**config.mk**
```make
export PLATFORM = sky130hd
export DESIGN_NAME = vga_timing_gen
export DESIGN_NICKNAME = d
export VERILOG_FILES = /design/src/rtl/vga_timing_gen.sv
export SDC_FILE = /design/constraint.sdc
export NUM_CORES = 1
export LEC_CHECK = 0
export ABC_AREA = 1
export ABC_CLOCK_PERIOD_IN_PS = 2200
export BUFFER_PORTS_ARGS = -buffer_cell sky130_fd_sc_hd__buf_4
export CAP_MARGIN = 5
export CORE_MARGIN = 10
export CORE_UTILIZATION = 47
export DETAILED_ROUTE_END_ITERATION = 7
export PLACE_DENSITY = 0.77
export SKIP_CTS_REPAIR_TIMING = 1
export SYNTH_ARGS = -nofsm -noshare
export SYNTH_HDL_FRONTEND = slang
export SYNTH_SLANG_ARGS = --single-unit
```
**constraint.sdc**
```tcl
create_clock -name vga_clk -period 2.2 [get_ports vga_clk]
set_input_delay 0.44 -clock vga_clk [delete_from_list [all_inputs] [get_ports vga_clk]]
set_output_delay 0.44 -clock vga_clk [all_outputs]
set_load 0.01 [all_outputs]
```
**src/rtl/vga_timing_gen.sv**
```systemverilog
// vga_timing_gen: raster timing source for the sprite/palette pipeline.
// Produces pixel coordinates, an active-video flag, syncs, a frame-start pulse
// and a wrapping frame counter. Every output is a register. The decodes are
// computed from the next position, so they line up with DrawX/DrawY with no skew.
module vga_timing_gen #(
    parameter int   H_VISIBLE = 640,
    parameter int   H_FRONT   = 16,
    parameter int   H_SYNC    = 96,
    parameter int   H_BACK    = 48,
    parameter int   V_VISIBLE = 480,
    parameter int   V_FRONT   = 10,
    parameter int   V_SYNC    = 2,
    parameter int   V_BACK    = 33,
    parameter logic SYNC_POL  = 1'b0,
    parameter int   CW        = 10
) (
    input  logic          vga_clk,
    input  logic          reset_n,
    input  logic          en,
    output logic [CW-1:0] DrawX,
    output logic [CW-1:0] DrawY,
    output logic          blank,
    output logic          hs,
    output logic          vs,
    output logic          frame_start,
    output logic [7:0]    frame_count
);

    localparam int H_TOTAL = H_VISIBLE + H_FRONT + H_SYNC + H_BACK;
    localparam int V_TOTAL = V_VISIBLE + V_FRONT + V_SYNC + V_BACK;

    // Inclusive bounds are used so that no bound needs a value equal to 2**CW.
    localparam logic [CW-1:0] H_LAST     = CW'(H_TOTAL - 1);
    localparam logic [CW-1:0] V_LAST     = CW'(V_TOTAL - 1);
    localparam logic [CW-1:0] H_VIS_LAST = CW'(H_VISIBLE - 1);
    localparam logic [CW-1:0] V_VIS_LAST = CW'(V_VISIBLE - 1);
    localparam logic [CW-1:0] HS_FIRST   = CW'(H_VISIBLE + H_FRONT);
    localparam logic [CW-1:0] HS_LAST    = CW'(H_VISIBLE + H_FRONT + H_SYNC - 1);
    localparam logic [CW-1:0] VS_FIRST   = CW'(V_VISIBLE + V_FRONT);
    localparam logic [CW-1:0] VS_LAST    = CW'(V_VISIBLE + V_FRONT + V_SYNC - 1);

    logic [CW-1:0] r_draw_x;
    logic [CW-1:0] r_draw_y;
    logic          r_blank;
    logic          r_hs;
    logic          r_vs;
    logic          r_frame_start;
    logic [7:0]    r_frame_count;

    logic [CW-1:0] w_x_n;
    logic [CW-1:0] w_y_n;
    logic          w_blank_n;
    logic          w_hs_n;
    logic          w_vs_n;
    logic          w_fs_n;

    // Next raster position: X wraps at the line end, Y steps on X wrap and wraps at the frame end.
    always_comb begin
        w_x_n = r_draw_x;
        w_y_n = r_draw_y;
        if (r_draw_x == H_LAST) begin
            w_x_n = {CW{1'b0}};
            if (r_draw_y == V_LAST) begin
                w_y_n = {CW{1'b0}};
            end else begin
                w_y_n = r_draw_y + CW'(1);
            end
        end else begin
            w_x_n = r_draw_x + CW'(1);
            w_y_n = r_draw_y;
        end
    end

    // Decodes of the next position, registered together with it so they stay aligned.
    always_comb begin
        w_blank_n = (w_x_n <= H_VIS_LAST) && (w_y_n <= V_VIS_LAST);
        w_fs_n    = (w_x_n == {CW{1'b0}}) && (w_y_n == {CW{1'b0}});
        if ((w_x_n >= HS_FIRST) && (w_x_n <= HS_LAST)) begin
            w_hs_n = SYNC_POL;
        end else begin
            w_hs_n = ~SYNC_POL;
        end
        if ((w_y_n >= VS_FIRST) && (w_y_n <= VS_LAST)) begin
            w_vs_n = SYNC_POL;
        end else begin
            w_vs_n = ~SYNC_POL;
        end
    end

    // Raster state: advances on enabled edges, holds otherwise, async reset to the origin.
    always_ff @(posedge vga_clk or negedge reset_n) begin
        if (!reset_n) begin
            r_draw_x      <= {CW{1'b0}};
            r_draw_y      <= {CW{1'b0}};
            r_blank       <= 1'b0;
            r_hs          <= ~SYNC_POL;
            r_vs          <= ~SYNC_POL;
            r_frame_start <= 1'b0;
            r_frame_count <= 8'd0;
        end else if (en) begin
            r_draw_x      <= w_x_n;
            r_draw_y      <= w_y_n;
            r_blank       <= w_blank_n;
            r_hs          <= w_hs_n;
            r_vs          <= w_vs_n;
            r_frame_start <= w_fs_n;
            if (w_fs_n) begin
                r_frame_count <= r_frame_count + 8'd1;
            end else begin
                r_frame_count <= r_frame_count;
            end
        end else begin
            r_draw_x      <= r_draw_x;
            r_draw_y      <= r_draw_y;
            r_blank       <= r_blank;
            r_hs          <= r_hs;
            r_vs          <= r_vs;
            r_frame_start <= r_frame_start;
            r_frame_count <= r_frame_count;
        end
    end

    assign DrawX       = r_draw_x;
    assign DrawY       = r_draw_y;
    assign blank       = r_blank;
    assign hs          = r_hs;
    assign vs          = r_vs;
    assign frame_start = r_frame_start;
    assign frame_count = r_frame_count;

endmodule
```
==> results of run 1 <==
metrics by stage:
stage / instance area [um^2] / setup slack [ns] / total power, uW / hold WS [ns]
2_1_floorplan: 2360 / 0.174 / 1330 / 0.144
3_3_place_gp: 2790 / 0.0386 / 1720 / 0.401
3_5_place_dp: 2790 / 0.0107 / 1720 / 0.413
4_1_cts: 2890 / 0.00426 / 2240 / 0.0889
5_1_grt: 3010 / -0.0343 / 2450 / 0.102
6_report: 3010 / 0.167 / 2280 / 0.0711
worst min-delay path by stage:
stage | from | end | slack, ns | depth (start not counted)
floorplan | reset_n | DrawX[0] | 0.14 | 0
global placement | reset_n | DrawX[3] | 0.40 | 1
detailed placement | reset_n | DrawX[3] | 0.41 | 1
CTS | reset_n | DrawX[4] | 0.09 | 1
global route | reset_n | DrawX[4] | 0.10 | 1
finish | reset_n | DrawX[4] | 0.07 | 1
cells in the final DEF, fill, tap and decap left out, types with 2 or more instances in the layout:
cell	instances
buf_4	59
nor2_4	5
xor2_1	5
o21bai_1	2
nand2_1	132
nand3_4	3
nand3_2	3
nor2_1	29
inv_2	5
xnor2_1	4
inv_1	35
ha_1	6
nor2_2	9
clkbuf_8	7
nand3_1	27
dfrtp_1	30
nand2_2	6
dfstp_2	2
nand4_1	10
o21ai_0	24
kinds of logic (layout without fill, tap and decap cells):
logic type / after synthesis / count (layout)
and+or+nand+nor: 228 / 229
buffers and inverters: 52 / 109
AOI/OAI and AO/OA: 32 / 32
DFF: 32 / 32
xor gates and xnor gates: 9 / 9
adders and majority gates: 6 / 6
flip-flops by register name, indices dropped and copies added (netlist names):
register,cells
DrawY,10
hs,1
vs,1
frame_count,8
DrawX,10
frame_start,1
blank,1
critical path: stages (launching register included):
cell,delay [ns]
dfrtp_1,0.35
ha_1,0.18
nand2_2,0.08
nor2_4,0.14
buf_4,0.15
nand3_4,0.11
buf_4,0.17
nand2_1,0.05
nand2_1,0.09
nor2_1,0.12
nand2_1,0.06
nor2_1,0.12
nand3_2,0.13
xor2_1,0.17
power breakdown:
group	total, uW	internal [uW]	leakage (uW)	switching, uW
combinational	979	405	0.00112	573
clock	516	285	0.0000515	231
sequential	790	685	0.000412	105
routing by layer:
metal  GRT usage (%)  share of wire (%)
met3            3.82                7.4
met2            23.9                 46
met1            18.6                 44
met5               0                  0
met4            6.40                2.0
layout make-up:
| class | instances | area (um^2) | area share (%) |
|---|---|---|---|
| clock buffer | 8 | 100 | 3.33 |
| inverter | 42 | 160 | 5.33 |
| multi-input combinational | 276 | 1420 | 47.1 |
| sequential | 32 | 803 | 26.7 |
| tap | 67 | 83.8 | 2.79 |
| timing repair buffer | 59 | 443 | 14.7 |
==> flow_metrics.tcl, run 1 <==
set metrics [dict create \
    place_congestion 0.985 \
    routed_wl_mm 6.28 \
    r2r.worst_path.cells 13 \
    netlist.top_cell.by_area "dfrtp_1" \
    tightest_slew_ns 0.409 \
    cts_buffer_depth 2 \
    io_buffers 34 \
    p_leak_uw 0.00158 \
    rrSetupSlack_ns 0.17 \
    muxShareOfSynthArea_pct 0 \
    powerDensity_nw_per_um2 760 \
    synthCells 359 \
    ys_async_sr_fraction_pct 100 \
    yosysMostFrequentCell "nand2_1" \
    netlist_area_um2 2360 \
    antenna_found_initial 0 \
    final.setup.tns_ns 0 \
    vias 2506 \
    synth_common_cells "nand2_1, inv_1, nor2_1, dfrtp_1, nand3_1" \
    synth_edf_count 0 \
    end_kind "flip-flop" \
    yosysTopAreaCellShare_pct 31.8 \
    cts_sinks 32 \
    status "completed" \
    yosys.area_share.simple_pct 42.7 \
    reg2reg_from "DrawX[0]" \
    maxCapViolations 0 \
    cts_max_level 2 \
    worst-setup-path-type "flip-flop to flip-flop" \
    grt_max_degree 33 \
    drc_errors 0 \
    hold_violations 0 \
    drive_gt1_share_pct 24.7 \
    cts_tree "yes" \
    clkLatencyLatePin_ns 0.30 \
    fin_crit_ns 2.03 \
    detail_route.wl_per_cell_um 13.0 \
    ant_nets 0 \
    cts_buffers 5 \
    critPathRequiredTime_ns 2.38 \
    arrival_ns 2.22 \
    hpwlAfterDp_mm 4.57 \
    num_rows 25 \
    yosysUniqueCellTypes 34 \
    synth_seq_area_share_pct 34.1 \
    grt_use_total_pct 15.0 \
    crit_start "DrawX[0]" \
    first_pass_iters 6 \
    die_h_um 90.8 \
    synthTopCellsByArea "dfrtp_1, nand2_1, nand3_1" \
    diodes 0 \
    synth-adder-area-share_pct 3.18 \
    fillCellCount 424 \
    maxSlewViolCount 0 \
    clock_skew_ns 0.00514 \
    final_cells 484 \
    core_um2 4790 \
    post-route-util_pct 62.8 \
    gr-total-overflow 0 \
    syn_nets 368 \
    finalSetupViolations 0 \
    min_path_type "input pin to asynchronous set/reset pin" \
    synth_xor_area_share_pct 3.34 \
    die-area_um2 8250 \
    grt_pass1_wl_mm 10.5 \
    synth_compound_area_share_pct 7.48 \
    via_per_inst 5.18 \
    cts_root_buf "clkbuf_8" \
    clock.fmax_ghz 0.492 \
    start_util_pct 49.3 \
    start_kind "flip-flop" \
    path_max_fanout 7 \
    synth-seq-cells 32 \
    synth_flop_cell "dfrtp_1" \
    first_global_vias 2251 \
    path_clk_slew_ns 0.07 \
    post-route-period-util_pct 92.4 \
    die_x_um 90.8 \
    cp-endpoint "frame_count[0]" \
    irDropWorstVdd_mv 0.437 \
    r2r-end "frame_count[0]" \
    relSlewSlack_pct 72.8 \
    syn_area_per_cell_um2 6.57 \
    drtIter0Drc 221 \
    yosys_warnings 0 \
    area_growth_pct 27.5 \
    synth_top_family_by_area "simple AND/OR/NAND/NOR gates" \
    placedCellCount 470 \
    io_pins 35 \
    nets 425 \
]
(Power assumes the default switching activity.)
==> run 2: changes to the inputs <==
ABC_AREA = 0   (was 1)
==> flow_metrics.tcl, run 2 <==
set metrics [dict create \
    cts_buffers 5 \
    synthTopCellsByArea "dfrtp_1, xnor2_1, nor2_1" \
    io_buffers 34 \
    cts_buffer_depth 2 \
    clkLatencyLatePin_ns 0.30 \
    cts_sinks 32 \
    grt_pass1_wl_mm 10.8 \
    arrival_ns 2.90 \
    yosys_warnings 0 \
    path_clk_slew_ns 0.08 \
    netlist.top_cell.by_area "dfrtp_1" \
    synth_flop_cell "dfrtp_1" \
    wl_met1_mm 2.99 \
    cp_common_cell "or3_4" \
    routed.top_layer "met4" \
    dp_slack_ns -0.380 \
    place_congestion 0.916 \
    die-area_um2 8010 \
    hold_slack_ns 0.0697 \
    wl_met2_mm 3.46 \
    drc_errors 0 \
    wl_met3_um 577 \
    final_common_cell "buf_4" \
    first_pass_iters 5 \
    core_um2 4690 \
    drive_gt1_share_pct 40.2 \
    syn_area_per_cell_um2 8.76 \
    crit_chain "or4b_4 -> or3_4 -> or3_4 -> a211oi_4 -> nand4_4 -> nor4_4 -> xor2_1" \
    start_kind "flip-flop" \
    synth_seq_area_share_pct 35.4 \
    setup_ws_ns -0.463 \
    multi_input_area_um2 1390 \
    via_per_inst 6.10 \
    rsz0062_at_grt "true" \
    cts_tree "yes" \
    grt_max_degree 33 \
    yosysMostFrequentCell "dfrtp_1" \
    ys_async_sr_fraction_pct 100 \
    cts_max_level 2 \
    path_max_fanout 2 \
    ant_nets 0 \
    diodes 0 \
    violations "negative setup slack" \
    register_area_um2 805 \
    min_path_type "input pin to asynchronous set/reset pin" \
    finalSetupViolations 12 \
    critPathSlowestCell "or4b_4" \
    yosysTopAreaCellShare_pct 33.1 \
    tightest_slew_ns 0.428 \
    maxCapViolations 0 \
    cts_root_buf "clkbuf_8" \
    clock_skew_ns 0.00868 \
    clock.fmax_ghz 0.376 \
    fillCellCount 364 \
    nets 351 \
    grt_use_total_pct 17.0 \
    netlist_area_um2 2270 \
    critPathRequiredTime_ns 2.43 \
    path_buf_inv 0 \
    syn_nets 268 \
    path_delay_family "simple AND/OR/NAND/NOR gates" \
    yosysUniqueCellTypes 60 \
    num_rows 25 \
    die_h_um 89.5 \
    maxSlewViolCount 0 \
    synth_common_cells "dfrtp_1, nor2_1, nand2_1, nand3_1" \
    fin_crit_ns 2.66 \
    relSlewSlack_pct 71.5 \
    irDropWorstVdd_mv 0.642 \
    powerDensity_nw_per_um2 850 \
    vias 2422 \
    fin_total_pwr_uw 2690 \
    hold_violations 0 \
    drtIter0Drc 255 \
    synthCells 259 \
    detail_route.wl_per_cell_um 18.3 \
    io_pins 35 \
    first_global_vias 2231 \
    layout_common_cells "buf_4, dfrtp_1, nor2_1" \
    crit_path_max_incr_delay_ns 0.53 \
    worst-setup-path-type "flip-flop to flip-flop" \
    synth-seq-cells 32 \
    die_x_um 89.5 \
    p_leak_uw 0.00145 \
    hpwlAfterDp_mm 4.82 \
    routed_wl_mm 7.25 \
    synth_edf_count 0 \
    end_kind "flip-flop" \
    area_growth_pct 39.4 \
    antenna_found_initial 0 \
    status "finished with violations" \
    gr-total-overflow 0 \
    post-route-period-util_pct 121 \
    start_util_pct 48.4 \
]
## run 2: final timing paths
path | start | endpoint | slack, ns | cells after the start
worst max-delay path | DrawX[7] | frame_count[6] | -0.46 | 7
worst min-delay path | reset_n | DrawY[2] | 0.07 | 1
worst max register to register | DrawX[7] | frame_count[6] | -0.46 | 7
worst min register to register | frame_count[7] | frame_count[7] | 0.47 | 1
max in group asynchronous | reset_n | hs | 1.80 | 1
min in group vga_clk | en | vs | 0.44 | 2
## run 2: cells by family (layout without fill, tap and decap cells)
kind of cell | after synthesis | in the layout | share of synthesized area (%)
AOI/OAI and AO/OA | 56 | 56 | 17.8
xor gates and xnor gates | 18 | 18 | 6.95
adders and majority gates | 6 | 6 | 3.31
buffers and inverters | 32 | 115 | 8.05
DFF | 32 | 32 | 35.4
muxes | 2 | 2 | 0.937
and+or+nand+nor | 113 | 114 | 27.6
## run 2: stage by stage
| stage | utilization, % | TNS, ns | cells | cell area, um^2 |
|---|---|---|---|---|
| 3_5_place_dp | 61.4 | -2.97 | 380 | 2880 |
| 4_1_cts | 63.9 | -3.20 | 388 | 3000 |
| 3_3_place_gp | 61.4 | -2.58 | 380 | 2880 |
| 6_report | 67.4 | -3.58 | 397 | 3160 |
| 5_1_grt | 67.4 | -4.17 | 397 | 3160 |
| 2_1_floorplan | - | -5.86 | 259 | 2290 |
## run 2: layout make-up
cell class	instances	area share (%)
multi-input combinational	196	44.0
clock buffer	5	2.18
timing repair buffer	95	23.3
clock inverter	3	1.46
sequential	32	25.4
inverter	12	1.42
tap	54	2.14
## run 2: per-layer routing
| metal | up-vias | global-route usage [%] |
|---|---|---|
| li1 | 1108 | - |
| met1 | 1161 | 21.4 |
| met2 | 129 | 27.1 |
| met3 | 24 | 4.47 |
| met4 | 0 | 6.50 |
| met5 | - | 0 |
## run 2: power breakdown
| part | internal (uW) | switching [uW] |
|---|---|---|
| clock network | 341 | 262 |
| registers | 672 | 67.8 |
| logic | 629 | 716 |
| total | 1640 | 1050 |
